<file path="config.mk">
export PLATFORM = sky130hd
export DESIGN_NAME = mem_port_arbiter
export DESIGN_NICKNAME = d
export VERILOG_FILES = /design/src/rtl/mem_port_arbiter.sv
export SDC_FILE = /design/constraint.sdc
export NUM_CORES = 1
export LEC_CHECK = 0
export ABC_AREA = 1
export BUFFER_PORTS_ARGS = -buffer_cell sky130_fd_sc_hd__buf_2
export CAP_MARGIN = 20
export CORE_AREA = 8 8 116 118
export CTS_CLUSTER_DIAMETER = 120
export CTS_CLUSTER_SIZE = 12
export DETAILED_ROUTE_END_ITERATION = 6
export DIE_AREA = 0 0 124 126
export HOLD_SLACK_MARGIN = 0.12
export MAX_ROUTING_LAYER = met4
export PLACE_DENSITY = 0.73
export SYNTH_ARGS = -nofsm -noshare
export SYNTH_HDL_FRONTEND = slang
export SYNTH_SLANG_ARGS = --single-unit
export TNS_END_PERCENT = 20
</file>
<file path="constraint.sdc">
create_clock -name clk -period 2.15 [get_ports clk]
set_clock_uncertainty 0.1 [all_clocks]
set_input_delay 0.43 -clock clk [delete_from_list [all_inputs] [get_ports clk]]
set_output_delay 0.43 -clock clk [all_outputs]
set_load 0.01 [all_outputs]
</file>
<file path="src/rtl/mem_port_arbiter.sv">
// rtl/mem_port_arbiter.sv - shares one memory port between fetch and data requesters
// Data wins by default; a starvation counter forces fetch ahead after STARVE_LIMIT data grants.
module mem_port_arbiter #(
  parameter int STARVE_LIMIT = 4,
  parameter int CNT_W        = 3
) (
  input  logic        clk,
  input  logic        rst_n,
  input  logic        i_req_valid,
  output logic        i_req_ready,
  input  logic [31:0] i_req_addr,
  input  logic        i_flush,
  output logic        i_resp_valid,
  output logic [31:0] i_resp_addr,
  output logic [31:0] i_resp_inst,
  input  logic        d_req_valid,
  output logic        d_req_ready,
  input  logic [31:0] d_req_addr,
  input  logic        d_req_wen,
  input  logic [31:0] d_req_wdata,
  input  logic [3:0]  d_req_wmask,
  output logic        d_resp_valid,
  output logic [31:0] d_resp_rdata,
  output logic        m_req_valid,
  input  logic        m_req_ready,
  output logic [31:0] m_req_addr,
  output logic        m_req_wen,
  output logic [31:0] m_req_wdata,
  output logic [3:0]  m_req_wmask,
  input  logic        m_resp_valid,
  input  logic [31:0] m_resp_rdata
);

  typedef enum logic [1:0] {IDLE = 2'd0, BUSY_I = 2'd1, BUSY_D = 2'd2} state_t;

  localparam logic [CNT_W-1:0] LIMIT = CNT_W'(STARVE_LIMIT);

  state_t           state_q, state_d;
  logic [CNT_W-1:0] starve_cnt_q, starve_cnt_d;
  logic             drop_q, drop_d;
  logic [31:0]      addr_q, addr_d;
  logic             wen_q, wen_d;
  logic             fetch_pri;
  logic             grant_i;

  always_comb begin
    fetch_pri    = (STARVE_LIMIT == 0) || (starve_cnt_q == LIMIT);
    grant_i      = i_req_valid && (!d_req_valid || fetch_pri);
    state_d      = state_q;
    starve_cnt_d = starve_cnt_q;
    drop_d       = drop_q;
    addr_d       = addr_q;
    wen_d        = wen_q;
    i_req_ready  = 1'b0;
    d_req_ready  = 1'b0;
    m_req_valid  = 1'b0;
    m_req_addr   = 32'h0;
    m_req_wen    = 1'b0;
    m_req_wdata  = 32'h0;
    m_req_wmask  = 4'h0;
    i_resp_valid = 1'b0;
    i_resp_addr  = addr_q;
    i_resp_inst  = m_resp_rdata;
    d_resp_valid = 1'b0;
    d_resp_rdata = 32'h0;

    case (state_q)
      IDLE: begin
        m_req_valid = i_req_valid || d_req_valid;
        if (grant_i) begin
          m_req_addr  = i_req_addr;
          i_req_ready = m_req_ready;
        end else begin
          m_req_addr  = d_req_addr;
          m_req_wen   = d_req_wen;
          m_req_wdata = d_req_wdata;
          m_req_wmask = d_req_wmask;
          d_req_ready = m_req_ready;
        end
        if (m_req_valid && m_req_ready) begin
          if (grant_i) begin
            state_d      = BUSY_I;
            addr_d       = i_req_addr;
            starve_cnt_d = '0;
          end else begin
            state_d = BUSY_D;
            wen_d   = d_req_wen;
            // Only a waiting fetch accumulates starvation; the count saturates at the limit.
            if (!i_req_valid)
              starve_cnt_d = '0;
            else if (starve_cnt_q != LIMIT)
              starve_cnt_d = starve_cnt_q + CNT_W'(1);
          end
        end
      end
      BUSY_I: begin
        i_resp_valid = m_resp_valid && !drop_q && !i_flush;
        drop_d       = drop_q || i_flush;
        if (m_resp_valid) begin
          state_d = IDLE;
          drop_d  = 1'b0;
        end
      end
      BUSY_D: begin
        d_resp_valid = m_resp_valid;
        d_resp_rdata = wen_q ? 32'h0 : m_resp_rdata;
        if (m_resp_valid)
          state_d = IDLE;
      end
      default: state_d = IDLE;
    endcase

    // Keep every handshake and response quiet while reset is asserted.
    if (!rst_n) begin
      i_req_ready  = 1'b0;
      d_req_ready  = 1'b0;
      m_req_valid  = 1'b0;
      i_resp_valid = 1'b0;
      d_resp_valid = 1'b0;
    end
  end

  always_ff @(posedge clk) begin
    if (!rst_n) begin
      state_q      <= IDLE;
      starve_cnt_q <= '0;
      drop_q       <= 1'b0;
      addr_q       <= 32'h0;
      wen_q        <= 1'b0;
    end else begin
      state_q      <= state_d;
      starve_cnt_q <= starve_cnt_d;
      drop_q       <= drop_d;
      addr_q       <= addr_d;
      wen_q        <= wen_d;
    end
  end

endmodule

</file>
# After elaboration in Yosys (flattened, before gate mapping)
# Cells that the tools add are included.
# Widths: inputs -> output; s select.
[word_totals]
input_bits = 140
reg_bits = 39
elab_cells = 60
output_inout_bits = 170
[classes]
muxes = 30
n_eq_ne = 7
n_reduce_logical = 16
bitwise_logic = 1
add_sub_neg = 1
[ops]
columns = ["op", "count"]
rows = [
  ["$mux 32", 6],
  ["$mux 1", 15],
  ["$mux 3", 3],
  ["$reduce_and 3->1", 3],
  ["$mux 4", 2],
  ["$mux 2", 3],
  ["$logic_and 1x1->1", 4],
  ["$pmux 2 s2", 1],
  ["$add 3x1->3 const B", 1],
  ["$eq 3x3->1 const B", 1],
  ["$logic_not 1->1", 3],
  ["$logic_or 1x1->1", 3],
  ["$ne 3x1->1 const B", 1],
  ["$ne 3x3->1 const B", 1],
  ["$eq 2x1->1 const B", 1],
  ["$eq 2x2->1 const B", 1],
  ["$logic_not 2->1", 1],
  ["$ne 2x1->1 const B", 1],
  ["$ne 2x2->1 const B", 1],
  ["$reduce_and 2->1", 1],
  ["$reduce_or 2->1", 1],
  ["$not 1->1", 1],
]

# Longest topological paths before layout
# Gate-level depths: netlist of run 1.
[logic_depth]
depth_word = 6
depth_mapped = 10
mapped_depth_nobuf = 9

# Worst setup path before layout of run 1
# OpenSTA, ideal clock, no wires.
[synth_path]
path_kind = "register -> output"
start = "register starve_cnt_q[0]"
end = "output port m_req_addr[11]"
setup_slack_ns = 0.104
arrival_ns = 1.516
path_stages_with_launch = 10
path_cell_list = "dfxtp_1 inv_1 ha_1 nand2_1 nand2_1 nand2_1 buf_2 buf_1 nand2_1 a21oi_1"
[synth_via]
elab_chain_len = 5
[synth_lines]
columns = ["item", "line_no", "text"]
rows = [
  ["start, declared", "39", "logic [CNT_W-1:0] starve_cnt_q, starve_cnt_d;"],
  ["start signal, assigned", "132", "starve_cnt_q <= starve_cnt_d;"],
  ["$eq 3x3->1", "47", "fetch_pri = (STARVE_LIMIT == 0) || (starve_cnt_q == LIMIT);"],
  ["$logic_or 1x1->1", "48", "grant_i = i_req_valid && (!d_req_valid || fetch_pri);"],
  ["$logic_and 1x1->1", "48", ""],
  ["$mux 32", "70", "if (grant_i) begin"],
  ["$mux 32", "67", "case (state_q)"],
  ["end, declared", "26", "output logic [31:0] m_req_addr,"],
]
# No other way between the ends.

# Worst setup path after layout of run 1
[layout_path]
start = "register starve_cnt_q[0]"
end = "output port m_req_addr[30]"
# Same word-level chain as after synthesis.

==> flow_metrics.tcl, run 1 <==
set metrics [dict create \
    cp_max_fo 8 \
    synth_top_cell_by_area "dfxtp_1" \
    clkTransAtPathRegs_ns 0.06 \
    synth_fp_nets 706 \
    p_leak_nw 3.254 \
    min_path_cells 3 \
    worstSkewPairLatency_ns 0.28 \
    hold_start "i_req_addr[4]" \
    p_total_mw 2.494 \
    grt_pass1_vias 3862 \
    syn_avg_cell_area_um2 5.377 \
    path_class "reg -> out" \
    syn2layout_area_growth_pct 64.41 \
    cts_hold_buf 0 \
    timing.fmax_ghz 0.4501 \
    slew_headroom 0.7493 \
    end_kind "output pin" \
    grt_setup_unrepaired "true" \
    pwr-share-seq 0.311 \
    netlist_instances 561 \
    reg2reg_depth 11 \
    yosysWarnings 0 \
    drc 0 \
    final_layout_size_suffix_gt1_frac 0.4444 \
    status "complete, but fails checks" \
    synth_cell_types 20 \
    synth_ff_type "dfxtp_1" \
    start_util 0.2576 \
    timing.rr.start "starve_cnt_q[0]$_SDFFE_PN0P_" \
    cts_tree "yes" \
    die_h_um 126 \
    cts_sinks 39 \
    hold_path.class "in -> reg" \
    wl_mm 14.70 \
    tns_ns -1.459 \
    hold_slack_ns 0.2844 \
    synthTopCellsByCount "nand2_1 (150), nor2_1 (140), inv_1 (112), dfxtp_1 (39), a21oi_1 (38)" \
    antenna_found_initial 2 \
    p_sw_frac 0.3492 \
    violations "negative setup slack" \
    fp.dieArea_um2 15620 \
    p_sw_uw 871.0 \
    r2r_slack_ns 0.33 \
    arrival_ns 1.69 \
    drt.antenna.violating_nets 0 \
    p_clk_frac 0.287 \
    multi_input_area_um2 1562 \
    period_share 1.033 \
    critPathSlowestCell "dfxtp_2" \
    portBuffers 309 \
    numCtsBuffers 5 \
    synthArstFlopShare 0 \
    finalHoldViolCount 0 \
    seqCellArea_um2 783.3 \
    dpl_worst_slack_ns 0.1462 \
    fp-row-count 40 \
    peakVddDrop_mv 0.3664 \
    vias 4135 \
    grtUsageTotal 0.1642 \
    cp_slowest_stage_delay_ns 0.32 \
    combPwrFrac 0.401 \
    crit_chain "inv_2, ha_4, nand2_4, a21oi_4, buf_12, clkbuf_16, nand2_2, a21oi_2, buf_2" \
    ys_seq_elements 39 \
    fin_nets 981 \
    syn_area_um2 3017 \
    setup_viol 32 \
    dr.pass1.iters 4 \
    die_x_um 124 \
    cts.path.max_buffers 2 \
    yosysTopAreaCellShare 0.2588 \
    grt_pass1_wl_mm 19.71 \
    cellPowerDensity_nw_per_um2 502.9 \
    cp.required_ns 1.62 \
    max_cap_viol_count 0 \
    tightest_slew_ns 0.3746 \
    worstHoldEndpoint "i_resp_addr[4]$_SDFFE_PN0P_" \
    synthTopCellsByArea "dfxtp_1 (26%), nand2_1 (19%), nor2_1 (17%)" \
    post_drt_via_cell_ratio 4.194 \
    place_congestion 0.8568 \
    worst_slack_ns -0.07187 \
    dp_hpwl_mm 11.20 \
    fill_cells 1288 \
    slew_viol_final 0 \
    cts_root_buf "clkbuf_16" \
    grt_overflow 0 \
    coreArea_um2 11710 \
    ys_seq_area_frac 0.2588 \
    p_int_mw 1.623 \
    grt_max_degree 35 \
    htreeDepth 2 \
    min_period_ns 2.222 \
    yosysMostFrequentCell "nand2_1" \
    synth_edf_count 0 \
    io_pins 310 \
    rr_endpoint "i_resp_addr[2]$_SDFFE_PN0P_" \
    first_iter_violations 168 \
    wire_per_inst_um 14.91 \
    worstSetupStartpointType "flop" \
]
[cell type report]
class                      count  share of cell area
antenna                        2            0.001009
clock inverter                 1            0.001009
timing repair buffer         328              0.3751
sequential                    39              0.1579
inverter                     114             0.08628
multi-input combinational    348              0.3148
tap                          147             0.03708
clock buffer                   7             0.02674
[registers in the layout, indices dropped and copies added (netlist names)]
signal        cells
drop_q            1
starve_cnt_q      3
wen_q             1
state_q           2
i_resp_addr      32
[worst max-delay path by stage]
stage	slack, ns	cells after the start	to	from
2_1_floorplan	0.10	9	m_req_addr[11]	starve_cnt_q[0]$_SDFFE_PN0P_
3_3_place_gp	0.20	9	m_req_wdata[10]	starve_cnt_q[0]$_SDFFE_PN0P_
3_5_place_dp	0.15	9	d_req_ready	starve_cnt_q[0]$_SDFFE_PN0P_
4_1_cts	-0.05	10	m_req_addr[9]	starve_cnt_q[0]$_SDFFE_PN0P_
5_1_grt	-0.14	9	m_req_addr[21]	starve_cnt_q[0]$_SDFFE_PN0P_
6_report	-0.07	9	m_req_addr[30]	starve_cnt_q[0]$_SDFFE_PN0P_
[what timing repair did]
| action | in CTS | in global routing |
|---|---|---|
| resized for setup | 18 | 28 |
| gates cloned | 2 | 5 |
| setup endpoints to repair | 71 | 67 |
| pin swaps | 12 | 15 |
| buffers inserted | 3 | 1 |
[cells by family after synthesis]
kind of cell    Yosys count  share of synthesized area
simple gates            301                     0.3832
buf+inv                 174                     0.2654
compound gates           42                    0.07176
flops                    39                     0.2588
fa+ha+maj                 5                    0.02074
[critical path, delay by kind of cell, from the launching register on]
kind                     cells  cell delay [ns]
flip-flops                   1             0.32
buffers and inverters        4             0.51
AO/OA/AOI/OAI                2             0.30
adder cells (fa/ha/maj)      1             0.14
AND/OR/NAND/NOR              2             0.12
[layout by cell type, fill, tap and decap left out, drive strengths merged]
master  Yosys  final
buf        44    325
nand2     150    150
nor2      140    140
inv       113    113
dfxtp      39     39
a21oi      39     39
clkbuf     16     10
nand3       7      7
ha          5      5
nor3        3      3
diode       0      2
o21ai       2      2
clkinv      1      2
or2         1      1
o21bai      1      1
[power by group through the flow]
stage	sequential (mW)	clock, mW	combinational [mW]
final	0.777	0.716	1.00
after global routing	0.781	0.773	1.09
after CTS	0.777	0.746	0.961
after detailed placement	0.792	0	0.905
after global placement	0.790	0	0.900
after floorplan	0.806	0	0.473
[metal layers]
layer,global-route usage,up-vias,wire [µm]
met5,-,-,0
met2,0.3064,188,7761
met4,0.05532,0,178
met1,0.1616,1810,5472
li1,-,2128,-
met3,0.03709,9,1290
[per-stage QoR]
step | instances | utilization | instance area [µm²]
global placement | 966 | 0.3838 | 4494
CTS | 979 | 0.4073 | 4770
finish | 986 | 0.4235 | 4960
global route | 986 | 0.4235 | 4960
floorplan | 561 | - | 3017
detailed placement | 966 | 0.3838 | 4494
Power figures use the tool's default switching activity.
==> run 2: changes to the inputs <==
--- a/config.mk
+++ b/config.mk
@@ -6,7 +6,7 @@
 export NUM_CORES = 1
 export LEC_CHECK = 0
 export ABC_AREA = 1
-export BUFFER_PORTS_ARGS = -buffer_cell sky130_fd_sc_hd__buf_2
+export BUFFER_PORTS_ARGS = -buffer_cell sky130_fd_sc_hd__buf_4
 export CAP_MARGIN = 20
 export CORE_AREA = 8 8 116 118
 export CTS_CLUSTER_DIAMETER = 120
==> flow_metrics.tcl, run 2 (synthesis results as in run 1) <==
set metrics [dict create \
    fin_nets 982 \
    end_kind "output pin" \
    vias 4088 \
    cts.path.max_buffers 2 \
    start_util 0.2576 \
    numCtsBuffers 5 \
    grt_pass1_wl_mm 20.25 \
    slew_viol_final 0 \
    cp_max_fo 7 \
    syn2layout_area_growth_pct 90.21 \
    post_drt_via_cell_ratio 4.146 \
    fp.dieArea_um2 15620 \
    wl_mm 14.83 \
    clkTransAtPathRegs_ns 0.06 \
    pwr-share-seq 0.284 \
    slew_headroom 0.7542 \
    max_cap_viol_count 0 \
    dp_hpwl_mm 11.68 \
    cp_slowest_stage_delay_ns 0.32 \
    place_congestion 0.8259 \
    finalNonFillerCells 986 \
    period_share 1.023 \
    status "complete, but fails checks" \
    violations "negative setup slack" \
    io_pins 310 \
    p_clk_frac 0.273 \
    p_int_mw 1.855 \
    cts_sinks 39 \
    die_h_um 126 \
    tns_ns -0.08143 \
    cp.required_ns 1.62 \
    coreArea_um2 11710 \
    first_iter_violations 175 \
    crit_chain "inv_1, ha_2, inv_2, nor3_4, nand2_2, nor2_1, buf_4" \
    antenna_found_initial 1 \
    seqCellArea_um2 783.3 \
    grt_max_degree 60 \
    timing.fmax_ghz 0.4547 \
    cts_root_buf "clkbuf_16" \
    path_delay_family "simple AND/OR/NAND/NOR gates" \
    min_period_ns 2.199 \
    p_leak_nw 3.443 \
    finalHoldViolCount 0 \
    tightest_slew_ns 0.3688 \
    p_sw_uw 882.8 \
    die_x_um 124 \
    final_common_cell "buf_4" \
    drt.antenna.violating_nets 0 \
    p_sw_frac 0.3224 \
    final_cell_mix "buf_4 (316), nand2_1 (140), nor2_1 (137)" \
    cts_hold_buf 0 \
    fill_cells 1236 \
    grtUsageTotal 0.1689 \
    path_buf_inv 3 \
    largest_reg_flops 32 \
    drc 0 \
    htreeDepth 2 \
    arrival_ns 1.67 \
    setup_viol 4 \
    critPathSlowestCell "dfxtp_1" \
    worstSetupStartpointType "flop" \
    dr.pass1.iters 4 \
    worstSkewPairLatency_ns 0.28 \
    grt_pass1_vias 3838 \
    post-place-cells 967 \
    worst_slack_ns -0.04926 \
    grt_overflow 0 \
    final_layout_size_suffix_gt1_frac 0.4379 \
    peakVddDrop_mv 0.3011 \
    wire_per_inst_um 15.04 \
    portBuffers 309 \
    combPwrFrac 0.442 \
    grt_setup_unrepaired "true" \
    multi_input_area_um2 1550 \
    hold_path.class "in -> reg" \
    cts_tree "yes" \
    fp-row-count 40 \
    path_class "reg -> out" \
    cellPowerDensity_nw_per_um2 477.2 \
]
==> run 2: changes by cell type in the layout (fill, tap and decap cells not counted), moves of 2 or more <==
cell       before  now
a21oi_2         5    7
nor2_1        129  137
nand2_4         5    3
a21oi_1        33   31
buf_2         309    0
clkbuf_16       8   10
buf_4           6  316
nor2_2         11    3
buf_12          7    5
==> run 2: timing repair <==
item / 4_1_cts / 5_1_grt
cloned: 0 / 5
buffers inserted: 0 / 5
setup endpoints to repair: 72 / 72
endpoints found under the hold margin: 0 / 0
gates resized for setup: 8 / 33
pin swaps: 1 / 5
==> run 2: layout make-up <==
type / count / area share
Clock inverter: 1 / 0.001526
Antenna cell: 1 / 0.0004361
Timing Repair Buffer: 329 / 0.4599
Sequential cell: 39 / 0.1365
Clock buffer: 7 / 0.02486
Tap cell: 147 / 0.03205
Inverter: 114 / 0.07457
Multi-Input combinational cell: 348 / 0.2702
==> run 2: tightest hold or removal path: cells and delay by family <==
kind,cells,cell delay (ns)
buffers and inverters,1,0.08
and+or+nand+nor,2,0.11
==> run 2: routing by layer <==
| layer | global-route usage | routed length (µm) | vias to the layer above |
|---|---|---|---|
| li1 | - | - | 2126 |
| met3 | 0.04379 | 1415 | 11 |
| met4 | 0.03782 | 158 | 0 |
| met2 | 0.3124 | 7727 | 174 |
| met1 | 0.1725 | 5531 | 1777 |
| met5 | - | 0 | - |
==> run 2: final timing paths <==
path / startpoint / to / slack [ns] / depth (start not counted)
setup reg to reg: state_q[0]$_SDFFE_PN0P_ / i_resp_addr[15]$_SDFFE_PN0P_ / 0.37 / 9
hold / removal: i_req_addr[9] / i_resp_addr[9]$_SDFFE_PN0P_ / 0.28 / 3
setup / recovery: state_q[0]$_SDFFE_PN0P_ / i_req_ready / -0.05 / 7
hold reg to reg: state_q[0]$_SDFFE_PN0P_ / state_q[0]$_SDFFE_PN0P_ / 0.38 / 2
==> run 2: stage by stage <==
stage	hold WS (ns)	setup slack (ns)	power [mW]	cell area [µm²]	util
after floorplan	0.3558	0.1045	1.279	3017	-
after global placement	0.3694	0.1610	1.898	5275	0.4504
after detailed placement	0.3754	0.1296	1.905	5275	0.4504
after CTS	0.2713	-0.09045	2.679	5444	0.4649
after global routing	0.2823	-0.1419	2.900	5738	0.4900
final	0.2760	-0.04926	2.738	5738	0.4900
==> run 2: power by group through the flow <==
| stage | Sequential, mW | Clock (mW) | Combinational, mW |
|---|---|---|---|
| after global routing | 0.783 | 0.807 | 1.31 |
| after detailed placement | 0.794 | 0 | 1.11 |
| after global placement | 0.792 | 0 | 1.11 |
| final | 0.778 | 0.749 | 1.21 |
| after floorplan | 0.806 | 0 | 0.473 |
| after CTS | 0.778 | 0.780 | 1.12 |
